--- src/rtl/alu_pkg.sv ---
// alu_pkg: funct encodings and FSM state type shared by the
// alu_muldiv top and its iterative multiply/divide core.
package alu_pkg;

  localparam logic [5:0] F_SLL   = 6'b000000;
  localparam logic [5:0] F_SRL   = 6'b000010;
  localparam logic [5:0] F_SRA   = 6'b000011;
  localparam logic [5:0] F_MFHI  = 6'b010000;
  localparam logic [5:0] F_MTHI  = 6'b010001;
  localparam logic [5:0] F_MFLO  = 6'b010010;
  localparam logic [5:0] F_MTLO  = 6'b010011;
  localparam logic [5:0] F_MULT  = 6'b011000;
  localparam logic [5:0] F_MULTU = 6'b011001;
  localparam logic [5:0] F_DIV   = 6'b011010;
  localparam logic [5:0] F_DIVU  = 6'b011011;
  localparam logic [5:0] F_ADD   = 6'b100000;
  localparam logic [5:0] F_SUB   = 6'b100010;
  localparam logic [5:0] F_AND   = 6'b100100;
  localparam logic [5:0] F_OR    = 6'b100101;
  localparam logic [5:0] F_XOR   = 6'b100110;
  localparam logic [5:0] F_NOR   = 6'b100111;
  localparam logic [5:0] F_SLT   = 6'b101010;
  localparam logic [5:0] F_SLTU  = 6'b101011;

  typedef enum logic [1:0] {
    IDLE = 2'd0,
    RUN  = 2'd1,
    DONE = 2'd2
  } state_t;

endpackage

--- src/rtl/alu_muldiv_seq_core.sv ---
// alu_seq_core: shared shift register, counter and add/sub step
// for unsigned multiply and (with ALU_MULDIV_DIV_EN) divide.
module alu_seq_core
  import alu_pkg::*;
#(
  parameter int WIDTH = 32,
  parameter int CNT_W = $clog2(WIDTH)
) (
  input  logic             clk,
  input  logic             rst_n,
  input  logic             load,
  input  logic             step,
`ifdef ALU_MULDIV_DIV_EN
  input  logic             div_mode,
`endif
  input  logic [WIDTH-1:0] x_in,
  input  logic [WIDTH-1:0] y_in,
  output logic [WIDTH-1:0] hi_nxt,
  output logic [WIDTH-1:0] lo_nxt,
  output logic             last
);

  logic [WIDTH-1:0] x_q;
  logic [WIDTH-1:0] hi_r;
  logic [WIDTH-1:0] lo_r;
  logic [CNT_W-1:0] cnt;

  assign last = (cnt == CNT_W'(WIDTH - 1));

`ifdef ALU_MULDIV_DIV_EN
  logic             div_q;
  logic [WIDTH:0]   op_a;
  logic [WIDTH:0]   op_b;
  logic [WIDTH+1:0] sum;
  logic             ge;

  // one adder: shift-add for multiply, trial subtract for divide
  always_comb begin
    op_a = div_q ? {hi_r, lo_r[WIDTH-1]} : {1'b0, hi_r};
    op_b = div_q ? ~{1'b0, x_q}
                 : (lo_r[0] ? {1'b0, x_q} : '0);
    sum  = {1'b0, op_a} + {1'b0, op_b}
         + {{(WIDTH+1){1'b0}}, div_q};
    ge   = sum[WIDTH+1];
    if (div_q) begin
      hi_nxt = ge ? sum[WIDTH-1:0] : op_a[WIDTH-1:0];
      lo_nxt = {lo_r[WIDTH-2:0], ge};
    end else begin
      hi_nxt = sum[WIDTH:1];
      lo_nxt = {sum[0], lo_r[WIDTH-1:1]};
    end
  end
`else
  logic [WIDTH:0] sum;

  // shift-add multiply step
  always_comb begin
    sum    = {1'b0, hi_r}
           + (lo_r[0] ? {1'b0, x_q} : '0);
    hi_nxt = sum[WIDTH:1];
    lo_nxt = {sum[0], lo_r[WIDTH-1:1]};
  end
`endif

  // operand load and per-cycle iteration update
  always_ff @(posedge clk or negedge rst_n) begin
    if (!rst_n) begin
      x_q   <= '0;
      hi_r  <= '0;
      lo_r  <= '0;
      cnt   <= '0;
`ifdef ALU_MULDIV_DIV_EN
      div_q <= 1'b0;
`endif
    end else if (load) begin
      x_q   <= x_in;
      hi_r  <= '0;
      lo_r  <= y_in;
      cnt   <= '0;
`ifdef ALU_MULDIV_DIV_EN
      div_q <= div_mode;
`endif
    end else if (step) begin
      hi_r <= hi_nxt;
      lo_r <= lo_nxt;
      cnt  <= last ? '0 : cnt + CNT_W'(1);
    end
  end

endmodule

--- src/rtl/alu_muldiv.sv ---
// alu_muldiv: MIPS funct ALU plus iterative HI/LO mult/div.
// Define ALU_MULDIV_DIV_EN to build the div/divu datapath.
module alu_muldiv
  import alu_pkg::*;
#(
  parameter int WIDTH = 32,
  parameter int SH_W  = $clog2(WIDTH)
) (
  input  logic             clk,
  input  logic             reset,
  input  logic [WIDTH-1:0] a,
  input  logic [WIDTH-1:0] b,
  input  logic [5:0]       aluop,
  input  logic [SH_W-1:0]  shamt,
  input  logic             start,
  output logic [WIDTH-1:0] result,
  output logic             zero,
  output logic             busy,
  output logic             done
);

  state_t           state;
  logic             rst_q;
  logic [WIDTH-1:0] hi_q;
  logic [WIDTH-1:0] lo_q;
  logic             is_mul;
  logic             is_div;
  logic             is_sgn;
  logic             launch;
  logic             last;
  logic             sa;
  logic             sb;
  logic             neg_lo;
  logic [WIDTH-1:0] mag_a;
  logic [WIDTH-1:0] mag_b;
  logic [WIDTH-1:0] x_in;
  logic [WIDTH-1:0] y_in;
  logic [WIDTH-1:0] hi_nxt;
  logic [WIDTH-1:0] lo_nxt;
  logic [WIDTH-1:0] fin_hi;
  logic [WIDTH-1:0] fin_lo;
  logic [2*WIDTH-1:0] prod;
`ifdef ALU_MULDIV_DIV_EN
  logic             op_div;
  logic             neg_hi;
  logic             div0;
  logic [WIDTH-1:0] a_q;
  logic [WIDTH-1:0] quo;
  logic [WIDTH-1:0] rem;
`endif

  // async assert, release on the first clock after deassertion
  always_ff @(posedge clk or negedge reset) begin
    if (!reset) rst_q <= 1'b0;
    else        rst_q <= 1'b1;
  end

  assign is_mul = (aluop == F_MULT) || (aluop == F_MULTU);
`ifdef ALU_MULDIV_DIV_EN
  assign is_div = (aluop == F_DIV) || (aluop == F_DIVU);
`else
  assign is_div = 1'b0;
`endif
  assign is_sgn = (aluop == F_MULT) || (aluop == F_DIV);
  assign launch = start && (state == IDLE) && (is_mul || is_div);

  assign sa    = is_sgn & a[WIDTH-1];
  assign sb    = is_sgn & b[WIDTH-1];
  assign mag_a = sa ? -a : a;
  assign mag_b = sb ? -b : b;

`ifdef ALU_MULDIV_DIV_EN
  assign x_in = is_div ? mag_b : mag_a;
  assign y_in = is_div ? mag_a : mag_b;
`else
  assign x_in = mag_a;
  assign y_in = mag_b;
`endif

  alu_seq_core #(
    .WIDTH (WIDTH)
  ) u_core (
    .clk      (clk),
    .rst_n    (rst_q),
    .load     (launch),
    .step     (state == RUN),
`ifdef ALU_MULDIV_DIV_EN
    .div_mode (is_div),
`endif
    .x_in     (x_in),
    .y_in     (y_in),
    .hi_nxt   (hi_nxt),
    .lo_nxt   (lo_nxt),
    .last     (last)
  );

  // sign fix-up and divide special cases on the final step
  always_comb begin
    prod = {hi_nxt, lo_nxt};
    if (neg_lo) prod = -prod;
    fin_hi = prod[2*WIDTH-1:WIDTH];
    fin_lo = prod[WIDTH-1:0];
`ifdef ALU_MULDIV_DIV_EN
    quo = neg_lo ? -lo_nxt : lo_nxt;
    rem = neg_hi ? -hi_nxt : hi_nxt;
    if (op_div) begin
      fin_hi = div0 ? a_q : rem;
      fin_lo = div0 ? '1 : quo;
    end
`endif
  end

  // FSM, HI/LO and registered busy/done
  always_ff @(posedge clk or negedge rst_q) begin
    if (!rst_q) begin
      state  <= IDLE;
      busy   <= 1'b0;
      done   <= 1'b0;
      hi_q   <= '0;
      lo_q   <= '0;
      neg_lo <= 1'b0;
`ifdef ALU_MULDIV_DIV_EN
      op_div <= 1'b0;
      neg_hi <= 1'b0;
      div0   <= 1'b0;
      a_q    <= '0;
`endif
    end else begin
      done <= 1'b0;
      unique case (state)
        IDLE: begin
          if (start) begin
            unique case (1'b1)
              launch: begin
                state  <= RUN;
                busy   <= 1'b1;
                neg_lo <= sa ^ sb;
`ifdef ALU_MULDIV_DIV_EN
                op_div <= is_div;
                neg_hi <= sa;
                div0   <= (b == '0);
                a_q    <= a;
`endif
              end
              (aluop == F_MTHI): hi_q <= a;
              (aluop == F_MTLO): lo_q <= a;
              default: ;
            endcase
          end
        end
        RUN: begin
          if (last) begin
            state <= DONE;
            busy  <= 1'b0;
            done  <= 1'b1;
            hi_q  <= fin_hi;
            lo_q  <= fin_lo;
          end
        end
        DONE:    state <= IDLE;
        default: state <= IDLE;
      endcase
    end
  end

  // combinational result select
  always_comb begin
    result = '0;
    case (aluop)
      F_ADD:   result = a + b;
      F_SUB:   result = a - b;
      F_AND:   result = a & b;
      F_OR:    result = a | b;
      F_XOR:   result = a ^ b;
      F_NOR:   result = ~(a | b);
      F_SLT:   result = {{(WIDTH-1){1'b0}},
                         $signed(a) < $signed(b)};
      F_SLTU:  result = {{(WIDTH-1){1'b0}}, a < b};
      F_SLL:   result = b << shamt;
      F_SRL:   result = b >> shamt;
      F_SRA:   result = $signed(b) >>> shamt;
      F_MFHI:  result = hi_q;
      F_MFLO:  result = lo_q;
      default: result = '0;
    endcase
  end

  assign zero = (result == '0);

endmodule

--- config.mk ---
export PLATFORM = sky130hd
export DESIGN_NAME = alu_muldiv
export DESIGN_NICKNAME = d
export VERILOG_FILES = /design/src/rtl/alu_pkg.sv /design/src/rtl/alu_muldiv_seq_core.sv /design/src/rtl/alu_muldiv.sv
export SDC_FILE = /design/constraint.sdc
export NUM_CORES = 1
export LEC_CHECK = 0
export BUFFER_PORTS_ARGS = -buffer_cell sky130_fd_sc_hd__clkbuf_2
export CAP_MARGIN = 30
export CORE_MARGIN = 4
export CORE_UTILIZATION = 33
export DETAILED_ROUTE_END_ITERATION = 10
export PLACE_DENSITY = 0.46
export SLEW_MARGIN = 20
export SYNTH_ARGS = -nofsm -noshare
export SYNTH_HDL_FRONTEND = slang
export SYNTH_HIERARCHICAL = 1
export SYNTH_SLANG_ARGS = --single-unit
--- constraint.sdc ---
create_clock -name clk -period 13.3 [get_ports clk]
set_input_delay 3.325 -clock clk [delete_from_list [all_inputs] [get_ports clk]]
set_output_delay 3.325 -clock clk [all_outputs]
set_load 0.02 [all_outputs]
Word level (Yosys, flattened, before mapping)
Index checks and enable logic that the tools add are counted.

$add $sub $neg: 7. $lt $le $gt $ge: 2. Equal/unequal tests: 24. Shift operators: 3. Mux-type cells: 30. Bitwise gates (word level): 7. Reductions and logical operators: 14.

Operators with widths (count): $mux 32 (13); $pmux 32 s13 (1); $pmux 32 s2 (2); $lt 32x32->1 (2); $mux 64 (1); $neg 32->32 (2); $neg 64->64 (1); $eq 6x6->1 const B (8); $eq 6x5->1 const B (7); $add 32x33->33 (1); $add 32x32->32 (1); $and 32x32->32 (1); $logic_not 32->1 (1); $not 32->32 (1); $or 32x32->32 (1); $shl 32x5->32 (1); $shr 32x5->32 (1); $sshr 32x5->32 (1); $sub 32x32->32 (1); $xor 32x32->32 (1); $mux 5 (3); $eq 6x2->1 const B (2); $reduce_and 4->1 (3); $logic_not 6->1 (1); other kinds (16) (30).

Register bits after elaboration: 171. Input port bits: 78. Output and inout bits: 35. Word-level logic and storage cells: 98.

Logic depth before layout (Yosys ltp)
Gate-level depths: netlist of run 1.

Depth in word-level cells: 6. Gate-level depth with buffers: 20. Gate-level depth less buffers: 20.

Hierarchy
Netlist of run 1, hierarchy kept.

By module, submodules not included: alu_muldiv (times used 1, cells an instance 2237, area each 16360.7 µm², sequential area each 1751.7 µm²); alu_seq_core (times used 1, cells an instance 696, area each 6625.1 µm², sequential area each 2527.4 µm²).

Worst setup path after synthesis of run 1
Ideal clock, no wire load.

Path type: input-to-output. From: input port b[2]. To: output port zero. Arrival time: 7.719 ns. Data required time: 9.975 ns. Setup slack: 2.256 ns. Stages: 15. Path buffers: 2. Cells stage by stage: clkbuf_1 inv_1 ha_1 clkbuf_1 o211ai_1 o211ai_1 a41oi_1 xnor2_1 a221o_1 or4_1 a2111oi_0 or4b_1 nor4_1 nand4b_1 nor4_1.

RTL lines: start, declared (line alu_muldiv.sv:12) `input logic [WIDTH-1:0] b,`; $sub 32x32->32 (tied with other cells) (line alu_muldiv.sv:171) `F_SUB: result = a - b;`; $pmux 32 s13 * (line alu_muldiv.sv:169) `case (aluop)`; named net result[11] (line alu_muldiv.sv:16) `output logic [WIDTH-1:0] result,`; $logic_not 32->1 * (line alu_muldiv.sv:188) `assign zero = (result == '0);`; end, declared (line alu_muldiv.sv:17) `output logic zero,`.

Mark *: on every way through the listed nets, which the timed path passes. The rest lies on a longest branch.

Final worst setup path of run 1
From: input port aluop[0]. To: output port zero.

Longest elaborated chain between the ends: 3.

Ends and longest elaborated chain: start, declared (line alu_muldiv.sv:13) `input logic [5:0] aluop,`; $eq 6x5->1 (tied with other cells) (line alu_muldiv.sv:169); $pmux 32 s13 * (line alu_muldiv.sv:169); $logic_not 32->1 * (line alu_muldiv.sv:188).

Mark *: on every way between the ends. The rest lies on a longest branch, timed or not.

==> summary.json, run 1 <==
{
  "grt_setup_unrepaired": "no",
  "cts.path.max_buffers": 2,
  "critical_path.cell_chain": "clkbuf_2, buf_4, nand2b_1, nor2_2, buf_4, a22oi_1, o21ai_0, a221oi_1, o221ai_1, a2111oi_0, or4b_1, nor4_1, nand4b_1, nor4_1, clkbuf_2",
  "grt.met3_usage_pct": 5.51,
  "clkLatencyLatePin_ns": 0.47,
  "avgRoutedWirePerCell_um": 34.0,
  "design.core.area_sq_um": 68800,
  "clkSinkCount": 171,
  "worstSetupPathType": "in -> out",
  "synth.area.top_cells": "dfrtp_1, ha_1, xnor2_1, mux4_2, mux2i_1",
  "cp_data_arrival_time_ns": 8.78,
  "dr.pass1.iters": 6,
  "required_worst_endpoint_ns": 9.97,
  "floorplan.initialDensity_pct": 33.4,
  "p_per_area_nw_per_um2": 141,
  "synthArstFlopShare_pct": 100,
  "detailedPlacementHpwl_mm": 104,
  "die_width_um": 272,
  "yosys.area.top_type": "dfrtp_1",
  "die-height_um": 272,
  "clkTransAtPathRegs_ns": 0.07,
  "setup_viol": 0,
  "yosys_warnings": 6,
  "netlist_instances": 2933,
  "synth_area_per_cell_sq_um": 7.84,
  "area_of_combinational_cells_with_multiple_inputs_sq_um": 17200,
  "cts-resized-gates": 0,
  "max-vdd-ir-drop_mv": 0.101,
  "path_max_fanout": 23,
  "post_synth_num_cell_types": 99,
  "period_minus_slack_ns": 12.11,
  "ys_dominant_reg_cell": "dfrtp_1",
  "cap_violations": 0,
  "first_global_vias": 24000,
  "skew_ns": 0.0170,
  "cts_root_buffer": "clkbuf_16",
  "die_area_sq_um": 73900,
  "setup_slack_after_placement_ns": 1.42,
  "hold_viol_final": 0,
  "largest_net_degree_at_the_start_of_global_routing": 73,
  "gr-total-overflow": 0,
  "critical_path.top_delay_family": "compound AO/OA/AOI/OAI gates",
  "synth-edff-count": 0,
  "area_growth_syn_to_layout_pct": 8.58,
  "maxClockFrequency_mhz": 82.6,
  "grt_busiest_layer": "met2",
  "grtUsageMet1_pct": 43.2,
  "grt_first_pass_wirelength_mm": 182,
  "yosysTopAreaCellShare_pct": 18.6,
  "outcome": "complete, no violations",
  "area.sequential_sq_um": 4280,
  "timing_worst_slew_pin_value_ns": 1.21,
  "regToRegSetupSlack_ns": 6.93,
  "wirelength_routed_mm": 130,
  "avgViaCountPerCell": 6.48,
  "hold_buffer_count_at_cts": 0,
  "cellLeakagePower_nw": 10.3,
  "mappedNetlistArea_sq_um": 23000,
  "nets": 3117,
  "yosys_register_bits": 171,
  "startpoint_type_of_the_worst_setup_path": "input port",
  "h-tree-depth": 4,
  "grtUsageTotal_pct": 33.8,
  "critical-path-max-stage-delay_ns": 0.60,
  "critPathSlowestCell": "a221oi_1",
  "timing.final.ws_setup_ns": 1.19,
  "hold_class": "reg -> async",
  "max-slew-margin-rel_pct": 19.5,
  "synth_nets": 3162,
  "io_buffer_count": 112,
  "finalMaxSlewViolations": 0,
  "io-pin-count": 113,
  "endpoint_kind": "primary output",
  "groute.layer.met2.usage_pct": 55.1,
  "drive_gt1_share_pct": 13.8,
  "crit_path_buffers_inverters": 4,
  "antenna_found_initial": 5,
  "drc_errors": 0,
  "via_count": 24900,
  "num-fill-cells": 7321,
  "std_cell_rows": 96,
  "drt.antenna.violating_nets": 0,
  "cts_setup_buffers": 0,
  "final_min_period_over_clock_period_pct": 91.0,
  "fin_setup_tns_ns": 0,
  "cts_tree": "done",
  "dr.first_iter.drc_count": 3021,
  "globalplace.congestion": 1.04,
  "seq_area_frac_synth_pct": 18.6,
  "tritoncts_buffers": 17
}
[final cells by class]
type,instances,area share [%]
Sequential cell,171,17.2
Inverter,122,1.84
Tap cell,931,4.67
Antenna cell,4,0.0401
Multi-Input combinational cell,2379,68.9
Clock buffer,17,1.70
Timing Repair Buffer,197,4.90
Clock inverter,15,0.827
[metrics by stage]
stage	power [mW]	std cells	hold slack, ns	instance area, sq um	util, %
floorplan	2.35	2933	0.447	23000	-
global placement	2.92	3792	0.442	24200	35.2
detailed placement	2.94	3796	0.454	24300	35.3
CTS	3.51	3828	0.462	24900	36.2
global route	3.76	3832	0.495	24900	36.2
finish	3.53	3836	0.415	25000	36.3
[worst paths after layout]
| kind | to | start | cells after the start |
|---|---|---|---|
| worst min-delay path | u_core/cnt[2] | rst_q | 0 |
| min in group clk | hi_q[22] | hi_q[22] | 2 |
| max in group asynchronous | rst_q | reset | 1 |
| worst max-delay path | zero | aluop[0] | 15 |
| worst max register to register | hi_q[31] | u_core/lo_r[0] | 21 |
| worst min register to register | u_core/cnt[2] | rst_q | 0 |
[registers in the layout (all words and copies together) (netlist names)]
name,cells
neg_lo,1
u_core/x_q,32
u_core/hi_r,32
busy,1
rst_q,1
done,1
hi_q,32
u_core/lo_r,32
state,2
u_core/cnt,5
lo_q,32
[per-layer routing]
| layer | vias to the layer above | wire length (um) |
|---|---|---|
| li1 | 10700 | - |
| met1 | 12400 | 52700 |
| met2 | 1410 | 59100 |
| met3 | 314 | 9990 |
| met4 | 6 | 8480 |
| met5 | - | 40 |
[kinds of logic after synthesis]
family                     share of synthesized area (%)
buffers and inverters                               6.89
and+or+nand+nor                                     19.9
xor gates and xnor gates                            6.78
DFF                                                 18.6
adders and majority gates                           8.32
muxes                                               13.5
other                                             0.0163
AOI/OAI and AO/OA                                   25.9
[report_power, final]
group	switching [mW]	leakage (nW)	internal (mW)
sequential	0.217	2.06	0.749
combinational	1.26	7.92	0.744
clock	0.250	0.305	0.304
[layout by cell type (no fill, tap or decap), types with 24 or more instances in the layout]
master    count
nor2_1      255
o211ai_1     38
clkbuf_2    110
a221oi_1     37
nor4_1       24
dfrtp_1     169
and2_1       45
nor2b_1      30
nand2_1     290
a31oi_1      33
inv_1       119
a211oi_1     42
xnor2_1     153
buf_4        80
a21o_1       42
mux4_2       53
o31ai_1      88
nand4_1      33
ha_1        148
a22oi_1      27
mux2_2       67
mux2i_1     116
nor3_1       56
o21ai_0     184
xor2_1       25
nand3_1      59
a21oi_1     153
[synthesized netlist by cell type, types with 14 or more instances]
cell,count
xnor2_1,153
o21a_1,16
nor2b_1,30
mux2_2,67
mux2i_1,116
o211ai_1,38
nand2b_1,19
or4_1,18
nand3_1,59
inv_1,119
or3_1,20
a21oi_1,153
a21o_1,43
nand2_1,290
o22ai_1,15
nor3_1,58
clkbuf_1,178
and3_1,23
dfrtp_1,171
a211oi_1,42
xor2_1,25
a221o_1,14
buf_1,28
and2_1,45
a31oi_1,33
nand3b_1,14
o21ai_0,184
mux4_2,53
ha_1,148
buf_2,24
o31ai_1,88
nand4_1,33
buf_4,31
nor4_1,26
a221oi_1,37
a22oi_1,27
nor2_1,261
No activity file was read; power rests on OpenSTA's default activity.
==> inputs of run 2 (changes only) <==
==> constraint.sdc (replaced) <==
create_clock -name clk -period 12.7 [get_ports clk]
set_input_delay 3.175 -clock clk [delete_from_list [all_inputs] [get_ports clk]]
set_output_delay 3.175 -clock clk [all_outputs]
set_load 0.02 [all_outputs]
==> summary.json, run 2 (synthesis gave the netlist of run 1 again) <==
{
  "outcome": "complete, no violations",
  "h-tree-depth": 4,
  "cellLeakagePower_nw": 10.3,
  "hold_viol_final": 0,
  "via_count": 24500,
  "cts_tree": "done",
  "p_per_area_nw_per_um2": 146,
  "cts_root_buffer": "clkbuf_16",
  "regToRegSetupSlack_ns": 6.24,
  "period_minus_slack_ns": 12.02,
  "report.power.total_mw": 3.66,
  "required_worst_endpoint_ns": 9.52,
  "hold_buffer_count_at_cts": 0,
  "layout.cell_area.non_filler_sq_um": 25000,
  "floorplan.initialDensity_pct": 33.4,
  "cts-resized-gates": 0,
  "io_buffer_count": 112,
  "dr.pass1.iters": 6,
  "drt.antenna.violating_nets": 0,
  "placement.cell_area_sq_um": 24400,
  "length_in_cells_of_the_worst_reg_to_reg_path": 21,
  "globalplace.congestion": 1.04,
  "timing_worst_slew_pin_value_ns": 1.12,
  "maxClockFrequency_mhz": 83.2,
  "area_growth_syn_to_layout_pct": 8.71,
  "first_global_vias": 23700,
  "final_min_period_over_clock_period_pct": 94.6,
  "dr.first_iter.drc_count": 2644,
  "nets": 3120,
  "finalNonFillerCells": 3837,
  "grt_first_pass_wirelength_mm": 183,
  "most_common_cell_after_layout_fill_and_taps_aside": "nand2_1",
  "max-vdd-ir-drop_mv": 0.108,
  "hold_ws_ns": 0.352,
  "clkTransAtPathRegs_ns": 0.07,
  "finalMaxSlewViolations": 0,
  "std_cell_rows": 96,
  "die_width_um": 272,
  "cap_violations": 0,
  "die-height_um": 272,
  "cp_data_arrival_time_ns": 8.84,
  "design.core.area_sq_um": 68800,
  "grtUsageTotal_pct": 34.1,
  "worstSetupPathType": "in -> out",
  "grt_setup_unrepaired": "no",
  "endpoint_kind": "primary output",
  "tritoncts_buffers": 17,
  "clkLatencyLatePin_ns": 0.45,
  "worst_r2r_startpoint": "u_core/lo_r[0]",
  "dp_cells": 3803,
  "cts_setup_buffers": 0,
  "largest_net_degree_at_the_start_of_global_routing": 142,
  "fin_util_pct": 36.3,
  "gr-total-overflow": 0,
  "skew_ns": 0.0104,
  "mostFrequentLayoutCells": "nand2_1, nor2_1, o21ai_0",
  "fin_setup_tns_ns": 0,
  "cts.path.max_buffers": 2,
  "avgViaCountPerCell": 6.38,
  "antenna_found_initial": 3,
  "setup_slack_after_placement_ns": 0.940,
  "path_max_fanout": 17,
  "timing.final.ws_setup_ns": 0.682,
  "max-slew-margin-rel_pct": 24.7,
  "clkSinkCount": 171,
  "die_area_sq_um": 73900,
  "drc_errors": 0,
  "setup_viol": 0,
  "worstReg2RegEnd": "hi_q[31]",
  "io-pin-count": 113,
  "wirelength_routed_mm": 131,
  "detailedPlacementHpwl_mm": 104,
  "startpoint_type_of_the_worst_setup_path": "input port",
  "hold_class": "reg -> async",
  "drive_gt1_share_pct": 14.0,
  "avgRoutedWirePerCell_um": 34.1
}
-- run 2: changes by cell type in the layout (fill, tap and decap cells not counted), moves of 2 or more --
cell / change
buf_4: +7
buf_12: +3
clkinvlp_4: -2
diode_2: -2
clkinv_4: +5
inv_8: -4
buf_2: -2
buf_6: -2
-- run 2: report_power, final --
part,switching (mW),total [mW],internal (mW)
clock,0.247,0.560,0.313
sequential,0.213,0.997,0.784
combinational,1.32,2.10,0.781
total,1.78,3.66,1.88
-- run 2: worst max-delay path by stage --
stage | cells past startpoint | end | startpoint
after global placement | 14 | zero | aluop[0]
after CTS | 14 | zero | aluop[0]
after detailed placement | 14 | zero | aluop[0]
after floorplan | 15 | zero | b[2]
after global routing | 14 | zero | aluop[0]
final | 14 | zero | aluop[0]
-- run 2: critical path, stage by stage --
cell and delay, ns:
clkbuf_2 0.41, nand2b_1 0.54, nor2_2 0.19, buf_4 0.25, a22oi_1 0.43, o21ai_0 0.39
a221oi_1 0.84, o221ai_1 0.36, a2111oi_0 0.50, or4b_1 0.50, nor4_1 0.53, nand4b_1 0.15
nor4_1 0.31, clkbuf_2 0.23
-- run 2: cell type report --
cell class | instances | area [sq um]
tap | 931 | 1160
multi-input combinational | 2379 | 17200
inverter | 122 | 460
timing repair buffer | 200 | 1270
antenna | 2 | 5.00
clock inverter | 15 | 188
fill | 7298 | 43800
clock buffer | 17 | 425
sequential | 171 | 4280
-- run 2: per-layer routing --
layer	share of wire (%)	GRT usage (%)	vias up	wire, um
met5	0	0	-	0
met4	6.0	17.4	0	7880
met3	6.9	5.51	280	9050
met2	46	55.5	1228	60100
met1	41	43.7	12200	53900
li1	-	-	10700	-
